<file path="src/rtl/alu_exec_sequencer.sv">
// Multi-cycle execute controller for the 16-bit ALU + CCR datapath: sequences
// operand read, condition check, ALU evaluation and register/CCR write-back.
module alu_exec_sequencer #(
  parameter logic [2:0] ALU_ADD  = 3'b000,
  parameter logic [2:0] ALU_NAND = 3'b010,
  parameter int         CNT_W    = 8
) (
  input  logic             clock,
  input  logic             reset,
  input  logic             instr_valid,
  output logic             instr_ready,
  input  logic [1:0]       op,
  input  logic [1:0]       cond,
  input  logic [2:0]       rs_a,
  input  logic [2:0]       rs_b,
  input  logic [2:0]       rd,
  output logic [2:0]       rf_ra1,
  output logic [2:0]       rf_ra2,
  input  logic [15:0]      rf_rd1,
  input  logic [15:0]      rf_rd2,
  output logic [15:0]      bus_a,
  output logic [15:0]      bus_b,
  output logic [2:0]       alu_control,
  input  logic [15:0]      out_alu,
  input  logic             carry,
  input  logic             zero,
  input  logic             ccr_carry,
  input  logic             ccr_zero,
  output logic             ccr_carry_we,
  output logic             ccr_zero_we,
  output logic             ccr_carry_d,
  output logic             ccr_zero_d,
  output logic             rf_we,
  output logic [2:0]       rf_wa,
  output logic [15:0]      rf_wd,
  output logic             done,
  output logic             skipped,
  output logic             illegal,
  output logic [CNT_W-1:0] exec_count,
  output logic [CNT_W-1:0] skip_count
);

  localparam logic [1:0] OP_ADD      = 2'b00;
  localparam logic [1:0] OP_NAND     = 2'b10;
  localparam logic [1:0] COND_ALWAYS = 2'b00;
  localparam logic [1:0] COND_CARRY  = 2'b10;
  localparam logic [1:0] COND_ZERO   = 2'b01;

  typedef enum logic [1:0] {
    IDLE = 2'b00,
    READ = 2'b01,
    EXEC = 2'b10,
    WB   = 2'b11
  } state_t;

  state_t state, state_nxt;

  logic [1:0]  op_p0, cond_p0;
  logic [2:0]  rs_a_p0, rs_b_p0, rd_p0;
  logic [15:0] result_p2;
  logic        carry_p2, zero_p2;
  logic        read_legal, read_go;

  function automatic logic [CNT_W-1:0] sat_inc(input logic [CNT_W-1:0] v);
    sat_inc = (&v) ? v : v + {{(CNT_W-1){1'b0}}, 1'b1};
  endfunction

  function automatic logic instr_legal(input logic [1:0] o, input logic [1:0] c);
    instr_legal = ((o == OP_ADD) || (o == OP_NAND)) && (c != 2'b11);
  endfunction

  function automatic logic cond_true(input logic [1:0] c, input logic f_c, input logic f_z);
    cond_true = 1'b0;
    case (c)
      COND_ALWAYS: cond_true = 1'b1;
      COND_CARRY:  cond_true = f_c;
      COND_ZERO:   cond_true = f_z;
      default:     cond_true = 1'b0;
    endcase
  endfunction

  // The CCR seen here already reflects the previous WB: at least two idle/read
  // cycles always separate a WB from the next READ.
  assign read_legal = instr_legal(op_p0, cond_p0);
  assign read_go    = cond_true(cond_p0, ccr_carry, ccr_zero);

  assign rf_ra1 = rs_a_p0;
  assign rf_ra2 = rs_b_p0;

  always_ff @(posedge clock or posedge reset) begin
    if (reset) begin
      state <= IDLE;
    end else begin
      state <= state_nxt;
    end
  end

  always_comb begin
    state_nxt    = state;
    instr_ready  = 1'b0;
    alu_control  = 3'b000;
    rf_we        = 1'b0;
    rf_wa        = 3'd0;
    rf_wd        = 16'h0000;
    ccr_carry_we = 1'b0;
    ccr_zero_we  = 1'b0;
    ccr_carry_d  = 1'b0;
    ccr_zero_d   = 1'b0;
    done         = skipped | illegal;
    case (state)
      IDLE: begin
        instr_ready = 1'b1;
        if (instr_valid) state_nxt = READ;
      end
      READ: begin
        state_nxt = (read_legal && read_go) ? EXEC : IDLE;
      end
      EXEC: begin
        alu_control = (op_p0 == OP_NAND) ? ALU_NAND : ALU_ADD;
        state_nxt   = WB;
      end
      WB: begin
        rf_we        = 1'b1;
        rf_wa        = rd_p0;
        rf_wd        = result_p2;
        ccr_carry_we = (op_p0 == OP_ADD);
        ccr_zero_we  = 1'b1;
        ccr_carry_d  = carry_p2;
        ccr_zero_d   = zero_p2;
        done         = 1'b1;
        state_nxt    = IDLE;
      end
      default: state_nxt = IDLE;
    endcase
  end

  // p0: instruction fields captured at the handshake
  always_ff @(posedge clock or posedge reset) begin
    if (reset) begin
      op_p0   <= 2'b00;
      cond_p0 <= 2'b00;
      rs_a_p0 <= 3'd0;
      rs_b_p0 <= 3'd0;
      rd_p0   <= 3'd0;
    end else if (state == IDLE && instr_valid) begin
      op_p0   <= op;
      cond_p0 <= cond;
      rs_a_p0 <= rs_a;
      rs_b_p0 <= rs_b;
      rd_p0   <= rd;
    end
  end

  // p1: operand buses; skip/illegal retire pulses land in the following IDLE cycle
  always_ff @(posedge clock or posedge reset) begin
    if (reset) begin
      bus_a      <= 16'h0000;
      bus_b      <= 16'h0000;
      skipped    <= 1'b0;
      illegal    <= 1'b0;
      skip_count <= '0;
    end else begin
      skipped <= 1'b0;
      illegal <= 1'b0;
      if (state == READ) begin
        bus_a <= rf_rd1;
        bus_b <= rf_rd2;
        if (!read_legal) begin
          illegal <= 1'b1;
        end else if (!read_go) begin
          skipped    <= 1'b1;
          skip_count <= sat_inc(skip_count);
        end
      end
    end
  end

  // p2: ALU result and flags held for the write-back cycle
  always_ff @(posedge clock or posedge reset) begin
    if (reset) begin
      result_p2  <= 16'h0000;
      carry_p2   <= 1'b0;
      zero_p2    <= 1'b0;
      exec_count <= '0;
    end else if (state == EXEC) begin
      result_p2  <= out_alu;
      carry_p2   <= carry;
      zero_p2    <= zero;
      exec_count <= sat_inc(exec_count);
    end
  end

endmodule

</file>
<file path="config.mk">
export PLATFORM = sky130hd
export DESIGN_NAME = alu_exec_sequencer
export DESIGN_NICKNAME = d
export VERILOG_FILES = /design/src/rtl/alu_exec_sequencer.sv
export SDC_FILE = /design/constraint.sdc
export NUM_CORES = 1
export LEC_CHECK = 0
export BUFFER_PORTS_ARGS = -buffer_cell sky130_fd_sc_hd__buf_2
export CAP_MARGIN = 20
export CELL_PAD_IN_SITES_DETAIL_PLACEMENT = 1
export CELL_PAD_IN_SITES_GLOBAL_PLACEMENT = 2
export CORE_ASPECT_RATIO = 0.9
export CORE_MARGIN = 2
export CORE_UTILIZATION = 25
export DETAILED_ROUTE_END_ITERATION = 10
export PLACE_DENSITY = 0.69
export SYNTH_ARGS = -nofsm -noshare
export SYNTH_HDL_FRONTEND = slang
export SYNTH_SLANG_ARGS = --single-unit
</file>
<file path="constraint.sdc">
create_clock -name clock -period 4.2 [get_ports clock]
set_input_delay 1.05 -clock clock [delete_from_list [all_inputs] [get_ports clock]]
set_output_delay 1.05 -clock clock [all_outputs]
set_load 0.05 [all_outputs]
</file>
==> reports/results.tsv <==
metric	value	unit
Lkg Pwr	2.44	nW
clock latency on the worst-skew pair	340	ps
die area	0.0151	mm2
cells along the critical path	and2_1 -> nor3b_1 -> buf_2	
Critical Path RT	3150	ps
Startpoint Class	flip-flop	
final setup fails	0	
Max Cap Viol	0	
per-cell routed wire length	14.9	um
Post-Layout Cell Count	609	
Area contributors post-synth	dfrtp_1 59%, mux2_2 21%, and3_1 4.4%, nand3_1 1.6%, xor2_1 1.2%	
CTS tree	done	
outcome	finished clean	
placed cell area	0.00449	mm2
DR vias	2627	
pre-CTS WS	1530	ps
R2R depth	5	
Post-CTS Resized	0	
Yosys warnings	0	
DR pass1 iterations	4	
Mean Syn Cell Area	13.6	um2
Reg clk slew, reported paths	60	ps
Pwr Density	894	mW/mm2
pin count of the biggest net entering global routing	38	
setup bufs post-CTS	0	
Inserted Diodes	0	
Clock Path Buffers	2	
cts hold-fix bufs	0	
layout cells sized above 1	0.587	
Post-Place Cells	593	
Layout area overhead	36.1	%
synthesized area	0.00354	mm2
DP HPWL	6.76	mm
TNS Setup	0	ps
Root Driver	clkbuf_16	
Worst-Margin Slew	726	ps
I/O pin cnt	153	
Die H	117	um
# clock sinks	83	
largest stage delay on the critical path	810	ps
H-tree Lvls	3	
Max IR drop VDD	348	uV
Die W	129	um
DRC viols	0	
initial antenna violation count	2	
Final ANT Viol Nets	0	
Worst R2R Setup Slack	1670	ps
I/O Buffers	150	
Post-synth EDFFs	0	
Slew headroom	0.516	
first-pass GRT wire length	14.1	mm
starting density of the core	0.254	
Hold Path Class	reg -> reg	
R2R Path End	skip_count[7]$_DFFE_PP0P_	
GP Congestion	0.688	
RSZ-0062 raised after global routing	false	
ratio of final minimum period to clock period	0.709	
Seq/Total Area, Yosys	0.587	
nets	481	
fmax	336	MHz
CP Class	reg -> out	
crit-path max FO	26	
share of flip-flops with an asynchronous set or reset	1.00	
top-count cell post-synth	dfrtp_1	
First DRT Iteration DRCs	84	
crit path time final	2980	ps
reg2reg start	state[0]$_DFFE_PP0P_	
number of synthesized register bits	83	
CTS buffer count	9	
post-synth top area share	0.587	
Crit-path slowest cell	dfrtp_1	
Max Transition Viols Final	0	
Post-Route WL	9.10	mm
fin area	0.00482	mm2
via-per-instance ratio	4.31	
main flop type after synthesis	dfrtp_1	
total gr overflow	0	
CP Capture Point	ccr_carry_we	
Synth top cells by count	83 x dfrtp_1, 66 x mux2_2, 25 x and3_1	
crit path capture type	primary output	
GRT Total Usage	0.123	
Gate Count Post-Synth	261	
row cnt	41	
Setup Skew	5.51	ps
Unique masters post-synth	32	
vias in the first global route	2720	
setup ws final	1220	ps
area leader, netlist	dfrtp_1	
Arrival @ worst endpoint	1930	ps
CORE AREA	0.0140	mm2
Final Hold Vio Count	0	
cells by family after synthesis:
logic type | count (synthesis) | share of synthesized area
other cells | 1 | 0.00106
xor+xnor | 8 | 0.0198
simple gates | 69 | 0.118
fa+ha+maj | 2 | 0.00707
flops | 83 | 0.587
mux | 67 | 0.214
buf+inv | 21 | 0.0297
compound gates | 10 | 0.0237
worst min-delay path by stage:
| stage | start | to | slack [ps] | cells after the start |
|---|---|---|---|---|
| final | bus_b[8]$_DFFE_PP0P_ | bus_b[8]$_DFFE_PP0P_ | 500 | 1 |
| after global placement | rd_p0[2]$_DFFE_PP0P_ | rd_p0[2]$_DFFE_PP0P_ | 480 | 1 |
| after global routing | bus_a[11]$_DFFE_PP0P_ | bus_a[11]$_DFFE_PP0P_ | 520 | 1 |
| after CTS | bus_b[11]$_DFFE_PP0P_ | bus_b[11]$_DFFE_PP0P_ | 510 | 1 |
| after floorplan | rd_p0[0]$_DFFE_PP0P_ | rd_p0[0]$_DFFE_PP0P_ | 470 | 1 |
| after detailed placement | bus_b[11]$_DFFE_PP0P_ | bus_b[11]$_DFFE_PP0P_ | 490 | 1 |
worst max-delay path: cells and delay by family (launching register included):
kind / cells / cell delay, ps
flip-flops: 1 / 810
AND/OR/NAND/NOR: 2 / 490
buffers and inverters: 1 / 290
routing by layer:
layer | share of wire | global-route usage | wire (um)
met1 | 0.43 | 0.148 | 3910
met2 | 0.46 | 0.198 | 4230
met3 | 0.088 | 0.0509 | 800
met4 | 0.015 | 0.0473 | 141
met5 | 0.0019 | 0 | 17
stage by stage:
step / hold slack [ps] / util / power [mW]
after floorplan: 473 / - / 2.99
after global placement: 483 / 0.322 / 3.44
after CTS: 505 / 0.345 / 4.38
final: 499 / 0.345 / 4.31
after detailed placement: 491 / 0.322 / 3.49
after global routing: 522 / 0.345 / 4.55
report_power, final:
| part | internal, mW | switching (mW) | total, mW |
|---|---|---|---|
| combinational | 0.620 | 1.39 | 2.01 |
| clock | 0.550 | 0.314 | 0.864 |
| sequential | 1.16 | 0.265 | 1.43 |
registers in the layout, summed over array words and instances, names as in the netlist, 2 cells and up, named ones only:
signal,cells
bus_a,16
bus_b,16
result_p2,16
exec_count,8
skip_count,8
rd_p0,3
rf_ra1,3
rf_ra2,3
cond_p0,2
op_p0,2
area by class of cell:
| class | instances | area (um2) |
|---|---|---|
| inverters | 5 | 20.0 |
| clock inverters | 5 | 75.1 |
| repair buffers | 154 | 781 |
| clock buffers | 11 | 253 |
| flip-flops and latches | 83 | 2080 |
| well taps | 193 | 241 |
| fillers | 1577 | 9140 |
| multi-input cells | 158 | 1370 |
cell usage in the layout (no fill, tap or decap), types with 5 or more instances in the layout:
cell,count
mux2_2,66
nand3_1,11
dfrtp_1,83
nor2_1,5
xor2_1,5
and3_1,25
clkbuf_16,9
buf_2,150
Power figures use the tool's default switching activity.
